<file path="src/rtl/mhp_rx.sv">
// Receive-side frame parser: pulls a 7-byte header from the byte source, decodes
// the opcode into a task number, then forwards or discards the payload.
module mhp_rx #(
    parameter logic [15:0] MAX_SIZE = 16'd1500
) (
    input  logic        i_clk,
    input  logic        i_rst_n,
    input  logic        i_enable,
    input  logic [7:0]  i_rdata,
    input  logic        i_rready,
    output logic        o_rreq,
    output logic [15:0] o_dst,
    output logic [15:0] o_src,
    output logic [15:0] o_size,
    output logic [6:0]  o_dtype,
    output logic        o_dir,
    output logic        o_hdrValid,
    output logic [15:0] o_taskNbr,
    output logic        o_taskStart,
    output logic [7:0]  o_pdata,
    output logic        o_pvalid,
    input  logic        i_pready,
    output logic        o_done,
    output logic        o_err
);

    typedef enum logic [2:0] {IDLE, HDR, PAYLOAD, DROP, DONE} state_t;

    state_t      state_reg, state_next;
    logic [2:0]  hdr_cnt_reg;
    logic [15:0] rem_reg;
    logic [15:0] dst_hold_reg, src_hold_reg, size_hold_reg;
    logic [15:0] dst_reg, src_reg, size_reg, task_nbr_reg;
    logic [6:0]  dtype_reg;
    logic        dir_reg, hdr_valid_reg, task_start_reg, err_reg;
    logic        xfer, hdr_last, task_known;
    logic [15:0] task_nbr_dec;

    // Transfer qualifier derived from state directly so it never loops through o_rreq.
    assign xfer = i_rready & ((state_reg == HDR) || (state_reg == DROP) ||
                              ((state_reg == PAYLOAD) && i_pready));
    assign hdr_last = (state_reg == HDR) && xfer && (hdr_cnt_reg == 3'd6);

    always_comb begin
        task_known   = 1'b1;
        task_nbr_dec = 16'h0000;
        case (i_rdata[6:0])
            7'h03:   task_nbr_dec = 16'h0010;
            7'h01:   task_nbr_dec = 16'h0020;
            7'h05:   task_nbr_dec = 16'h0030;
            default: task_known = 1'b0;
        endcase
    end

    always_comb begin
        state_next = state_reg;
        o_rreq     = 1'b0;
        o_pvalid   = 1'b0;
        o_pdata    = 8'h00;
        o_done     = 1'b0;
        case (state_reg)
            IDLE: if (i_enable) state_next = HDR;
            HDR: begin
                o_rreq = 1'b1;
                if (hdr_last) begin
                    if (size_hold_reg == 16'd0)
                        state_next = DONE;
                    else if (size_hold_reg > MAX_SIZE)
                        state_next = DROP;
                    else
                        state_next = PAYLOAD;
                end
            end
            PAYLOAD: begin
                o_rreq   = i_pready;
                o_pvalid = i_rready;
                o_pdata  = i_rdata;
                if (xfer && rem_reg == 16'd1) state_next = DONE;
            end
            DROP: begin
                o_rreq = 1'b1;
                if (xfer && rem_reg == 16'd1) state_next = DONE;
            end
            DONE: begin
                o_done     = 1'b1;
                state_next = IDLE;
            end
            default: state_next = IDLE;
        endcase
    end

    always_ff @(posedge i_clk) begin
        if (!i_rst_n) begin
            state_reg      <= IDLE;
            hdr_cnt_reg    <= 3'd0;
            rem_reg        <= 16'd0;
            dst_hold_reg   <= 16'd0;
            src_hold_reg   <= 16'd0;
            size_hold_reg  <= 16'd0;
            dst_reg        <= 16'd0;
            src_reg        <= 16'd0;
            size_reg       <= 16'd0;
            dtype_reg      <= 7'd0;
            dir_reg        <= 1'b0;
            hdr_valid_reg  <= 1'b0;
            task_nbr_reg   <= 16'd0;
            task_start_reg <= 1'b0;
            err_reg        <= 1'b0;
        end else begin
            state_reg      <= state_next;
            hdr_valid_reg  <= 1'b0;
            task_start_reg <= 1'b0;
            case (state_reg)
                IDLE: if (i_enable) begin
                    hdr_cnt_reg <= 3'd0;
                    err_reg     <= 1'b0;
                end
                HDR: if (xfer) begin
                    hdr_cnt_reg <= hdr_cnt_reg + 3'd1;
                    case (hdr_cnt_reg)
                        3'd0: dst_hold_reg[15:8]  <= i_rdata;
                        3'd1: dst_hold_reg[7:0]   <= i_rdata;
                        3'd2: src_hold_reg[15:8]  <= i_rdata;
                        3'd3: src_hold_reg[7:0]   <= i_rdata;
                        3'd4: size_hold_reg[15:8] <= i_rdata;
                        3'd5: size_hold_reg[7:0]  <= i_rdata;
                        3'd6: begin
                            // Visible header outputs change only here, so they hold across frames.
                            dst_reg        <= dst_hold_reg;
                            src_reg        <= src_hold_reg;
                            size_reg       <= size_hold_reg;
                            dtype_reg      <= i_rdata[6:0];
                            dir_reg        <= i_rdata[7];
                            hdr_valid_reg  <= 1'b1;
                            task_nbr_reg   <= task_nbr_dec;
                            task_start_reg <= task_known;
                            err_reg        <= !task_known || (size_hold_reg > MAX_SIZE);
                            rem_reg        <= size_hold_reg;
                        end
                        default: ;
                    endcase
                end
                PAYLOAD, DROP: if (xfer) rem_reg <= rem_reg - 16'd1;
                default: ;
            endcase
        end
    end

    assign o_dst       = dst_reg;
    assign o_src       = src_reg;
    assign o_size      = size_reg;
    assign o_dtype     = dtype_reg;
    assign o_dir       = dir_reg;
    assign o_hdrValid  = hdr_valid_reg;
    assign o_taskNbr   = task_nbr_reg;
    assign o_taskStart = task_start_reg;
    assign o_err       = err_reg;

endmodule

</file>
<file path="config.mk">
export PLATFORM = sky130hd
export DESIGN_NAME = mhp_rx
export DESIGN_NICKNAME = d
export VERILOG_FILES = /design/src/rtl/mhp_rx.sv
export SDC_FILE = /design/constraint.sdc
export NUM_CORES = 1
export LEC_CHECK = 0
export ABC_AREA = 1
export CORE_ASPECT_RATIO = 0.8
export CORE_MARGIN = 4
export CORE_UTILIZATION = 55
export CTS_BUF_LIST = sky130_fd_sc_hd__clkbuf_2
export DETAILED_ROUTE_END_ITERATION = 7
export DONT_BUFFER_PORTS = 1
export PLACE_DENSITY = 0.77
export REMOVE_ABC_BUFFERS = 1
export SYNTH_ARGS = -nofsm -noshare
export SYNTH_HDL_FRONTEND = slang
export SYNTH_SLANG_ARGS = --single-unit
</file>
<file path="constraint.sdc">
create_clock -name i_clk -period 1.95 [get_ports i_clk]
set_clock_uncertainty 0.15 [all_clocks]
set_input_delay 0.195 -clock i_clk [delete_from_list [all_inputs] [get_ports i_clk]]
set_output_delay 0.195 -clock i_clk [all_outputs]
set_load 0.05 [all_outputs]
</file>
==> results.py <==
metrics = {
    "timing": {
        "fmax_mhz": 486,
        "slew_headroom_pct": 62.2,
        "max_slew.worst_pin.slew_ps": 566,
        "timing.final.crit_share_pct": 105,
        "hold_violations": 0,
        "finalCriticalPeriod_ps": 2060,
        "setup_viol": 9,
        "slew_violations": 0,
        "worst_slack_ps": -107,
        "rsz0062_at_grt": "yes",
    },
    "critical_path": {
        "critPathMaxFanout": 9,
        "cp.required_ps": 1600,
        "path_class": "flop to output port",
        "critPathLaunchType": "flop",
        "cp-end-kind": "output port",
        "worst_r2r_startpoint": "state_reg[1]$_SDFFE_PN0P_",
        "critical-path-max-stage-delay_ps": 400,
        "slowest_stage": "dfxtp_2",
        "worstSetupStartpoint": "state_reg[1]$_SDFFE_PN0P_",
        "worstPathCellList": "inv_4, nor2_4, nand2_8, nor2_2, buf_6",
        "cp.arrival_ps": 1710,
    },
    "clocking": {
        "cts_made_buffers": 17,
        "clock-root-buffer": "clkbuf_2",
        "cts_tree": "yes",
        "cts_sinks": 131,
        "htreeDepth": 4,
        "clk_latency_ps": 700,
        "clk_pin_slew_ps": 190,
        "clk_path_buf_depth": 2,
    },
    "layout": {
        "regArea_um2": 2630,
        "layout-drive-gt1-share_pct": 13.6,
        "fillers": 868,
        "design_area_um2": 6310,
        "syn_to_final_growth_pct": 12.0,
        "final_cell_count_no_fill": 924,
        "final_nets": 793,
        "multi_input_area_um2": 2540,
    },
    "flow_run": {
        "maxCapViolations": 0,
    },
    "synth": {
        "synth_ff_type": "dfxtp_1",
        "ys_ff_latch": 131,
        "synth_cells": 745,
        "synth_area_um2": 5640,
        "ys_async_sr_fraction_pct": 0,
        "syn_area_per_cell_um2": 7.56,
        "synth_cell_type_count": 34,
        "ys_top_cells_by_area": "dfxtp_1 (47%), o21ai_0 (10%), nor2_1 (9.4%)",
        "synth_edf_count": 0,
        "yosys.area.top_type": "dfxtp_1",
        "synth_top_area_share_pct": 46.5,
        "yosysSeqAreaShare_pct": 46.5,
        "ys_warn_count": 0,
    },
    "route": {
        "wl_met1_um": 6260,
        "antenna_left": 0,
        "drt_iter0_drc": 471,
        "route.detailed.drc": 0,
        "wl_met3_um": 1420,
        "detail_route.vias_per_cell": 5.52,
        "met2_wirelength_um": 6870,
        "top_layer": "met4",
        "vias": 5104,
        "dr.pass1.iters": 5,
        "wl_per_cell_um": 16.0,
        "drt_wl_total_um": 14800,
    },
    "global_routing": {
        "grt_pass1_wl_um": 22700,
        "grt_max_degree": 108,
        "grt_usage_pct": 23.4,
        "antenna_found_initial": 1,
        "grt_overflow": 0,
        "grt_pass1_vias": 4698,
    },
    "power": {
        "clockPowerShare_pct": 21.5,
        "ir_drop_mv": 0.878,
        "p_sw_mw": 3.40,
        "power_density_nw_per_um2": 1270,
        "total_power_mw": 8.03,
        "internal-power_mw": 4.63,
        "p_sw_share_pct": 42.3,
        "power.leakage_nw": 2.60,
        "pwr-share-seq_pct": 39.2,
        "combPwrFrac_pct": 39.3,
    },
    "floorplan": {
        "ios": 99,
        "core_um2": 9810,
        "start_util_pct": 57.4,
        "die_w_um": 121,
        "die_h_um": 98.5,
        "fp-row-count": 32,
        "dieArea_um2": 11900,
    },
    "place": {
        "placed_cells": 871,
        "gp_congestion": 0.913,
        "pre_cts_slack_ps": 102,
        "portBuffers": 0,
        "placed_area_um2": 5710,
        "hpwl_um": 9500,
    },
    "worst_hold_path": {
        "hold_path_class": "input port to flop",
        "min-delay-start": "i_rdata[7]",
    },
    "run_status": {
        "violations": "setup timing",
        "status": "complete, but fails checks",
    },
}
==> final timing paths <==
path,slack [ps],depth (start not counted),to
worst max-delay path,-110,5,o_pdata[6]
worst min-delay path,150,3,src_hold_reg[7]$_SDFFE_PN0P_
worst max register to register,100,11,rem_reg[8]$_SDFFE_PN0P_
worst min register to register,320,2,src_hold_reg[1]$_SDFFE_PN0P_
==> cells in the mapped netlist, types with 2 or more instances <==
cell type,n
nor3_1,8
buf_6,11
a211oi_1,2
dfxtp_1,131
ha_1,7
a21oi_2,2
o21ai_0,116
nand3_4,3
nand4_1,4
nor2_2,3
nor2_1,141
nand2_2,2
a21oi_1,91
nand2_4,2
inv_2,9
buf_2,5
nand3_1,35
nand3b_1,3
clkbuf_8,3
buf_4,17
clkbuf_1,15
inv_1,42
nand2_1,81
o21ai_1,2
==> logic make-up (layout without fill, tap and decap cells) <==
logic type	count (synthesis)	after routing	share of synthesized area [%]
simple gates	285	285	21.8
flops	131	131	46.5
xor+xnor	1	1	0.155
buf+inv	104	132	10.3
fa+ha+maj	7	7	1.55
other cells	1	16	0.0665
compound gates	216	216	19.6
==> layer usage <==
layer	vias up	global-route usage, %
li1	2484	-
met4	0	7.49
met1	2371	31.0
met5	-	0
met2	222	36.9
met3	27	6.77
==> worst max-delay path, delay by kind of cell, from the launching register on <==
family | cells | cell delay (ps)
buf+inv | 2 | 230
flops | 1 | 400
simple gates | 3 | 390
==> cell usage in the layout (no fill, tap or decap), types with 3 or more instances in the layout <==
master	count
nand3_4	3
clkbuf_2	18
clkinvlp_4	4
buf_6	9
dlygate4sd3_1	13
inv_4	3
clkinv_1	3
nand4_1	4
dfxtp_2	3
o21ai_0	116
nor2_1	132
nand3b_1	3
a21oi_1	91
inv_2	9
conb_1	14
bufinv_16	3
nor3_1	7
dfxtp_1	127
ha_1	7
nand2_4	3
nand2_1	78
inv_1	40
nand3_1	35
buf_4	19
nand2_2	3
nor2_2	11
==> cell type report <==
cell class | count | area share, %
flip-flops and latches | 131 | 41.7
multi-input cells | 523 | 40.2
repair buffers | 47 | 7.95
inverters | 53 | 3.35
well taps | 136 | 2.70
clock inverters | 14 | 2.58
clock buffers | 18 | 1.43
diodes | 2 | 0.0793
==> metrics by stage <==
step	TNS, ps	utilization, %	hold slack, ps
detailed placement	0	58.2	191
finish	-855	64.3	145
CTS	-1100	63.1	116
global placement	0	58.2	184
global route	-1460	64.3	125
floorplan	-3790	-	165
==> power groups by stage <==
stage	combinational (mW)	sequential, mW	clock, mW
2_1_floorplan	2.14	3.15	0
3_5_place_dp	2.79	3.18	0
5_1_grt	3.51	3.18	1.85
4_1_cts	2.97	3.13	1.73
3_3_place_gp	2.73	3.17	0
6_report	3.15	3.15	1.73
==> repair_timing <==
| item | CTS | global route |
|---|---|---|
| buffers inserted | 2 | 1 |
| hold buffers | 14 | 0 |
| endpoints found under the setup margin | 10 | 43 |
| endpoints found under the hold margin | 131 | 0 |
| cloned | 0 | 2 |
| resized for setup | 17 | 21 |
| pin swaps | 2 | 1 |
(Power assumes the default switching activity.)
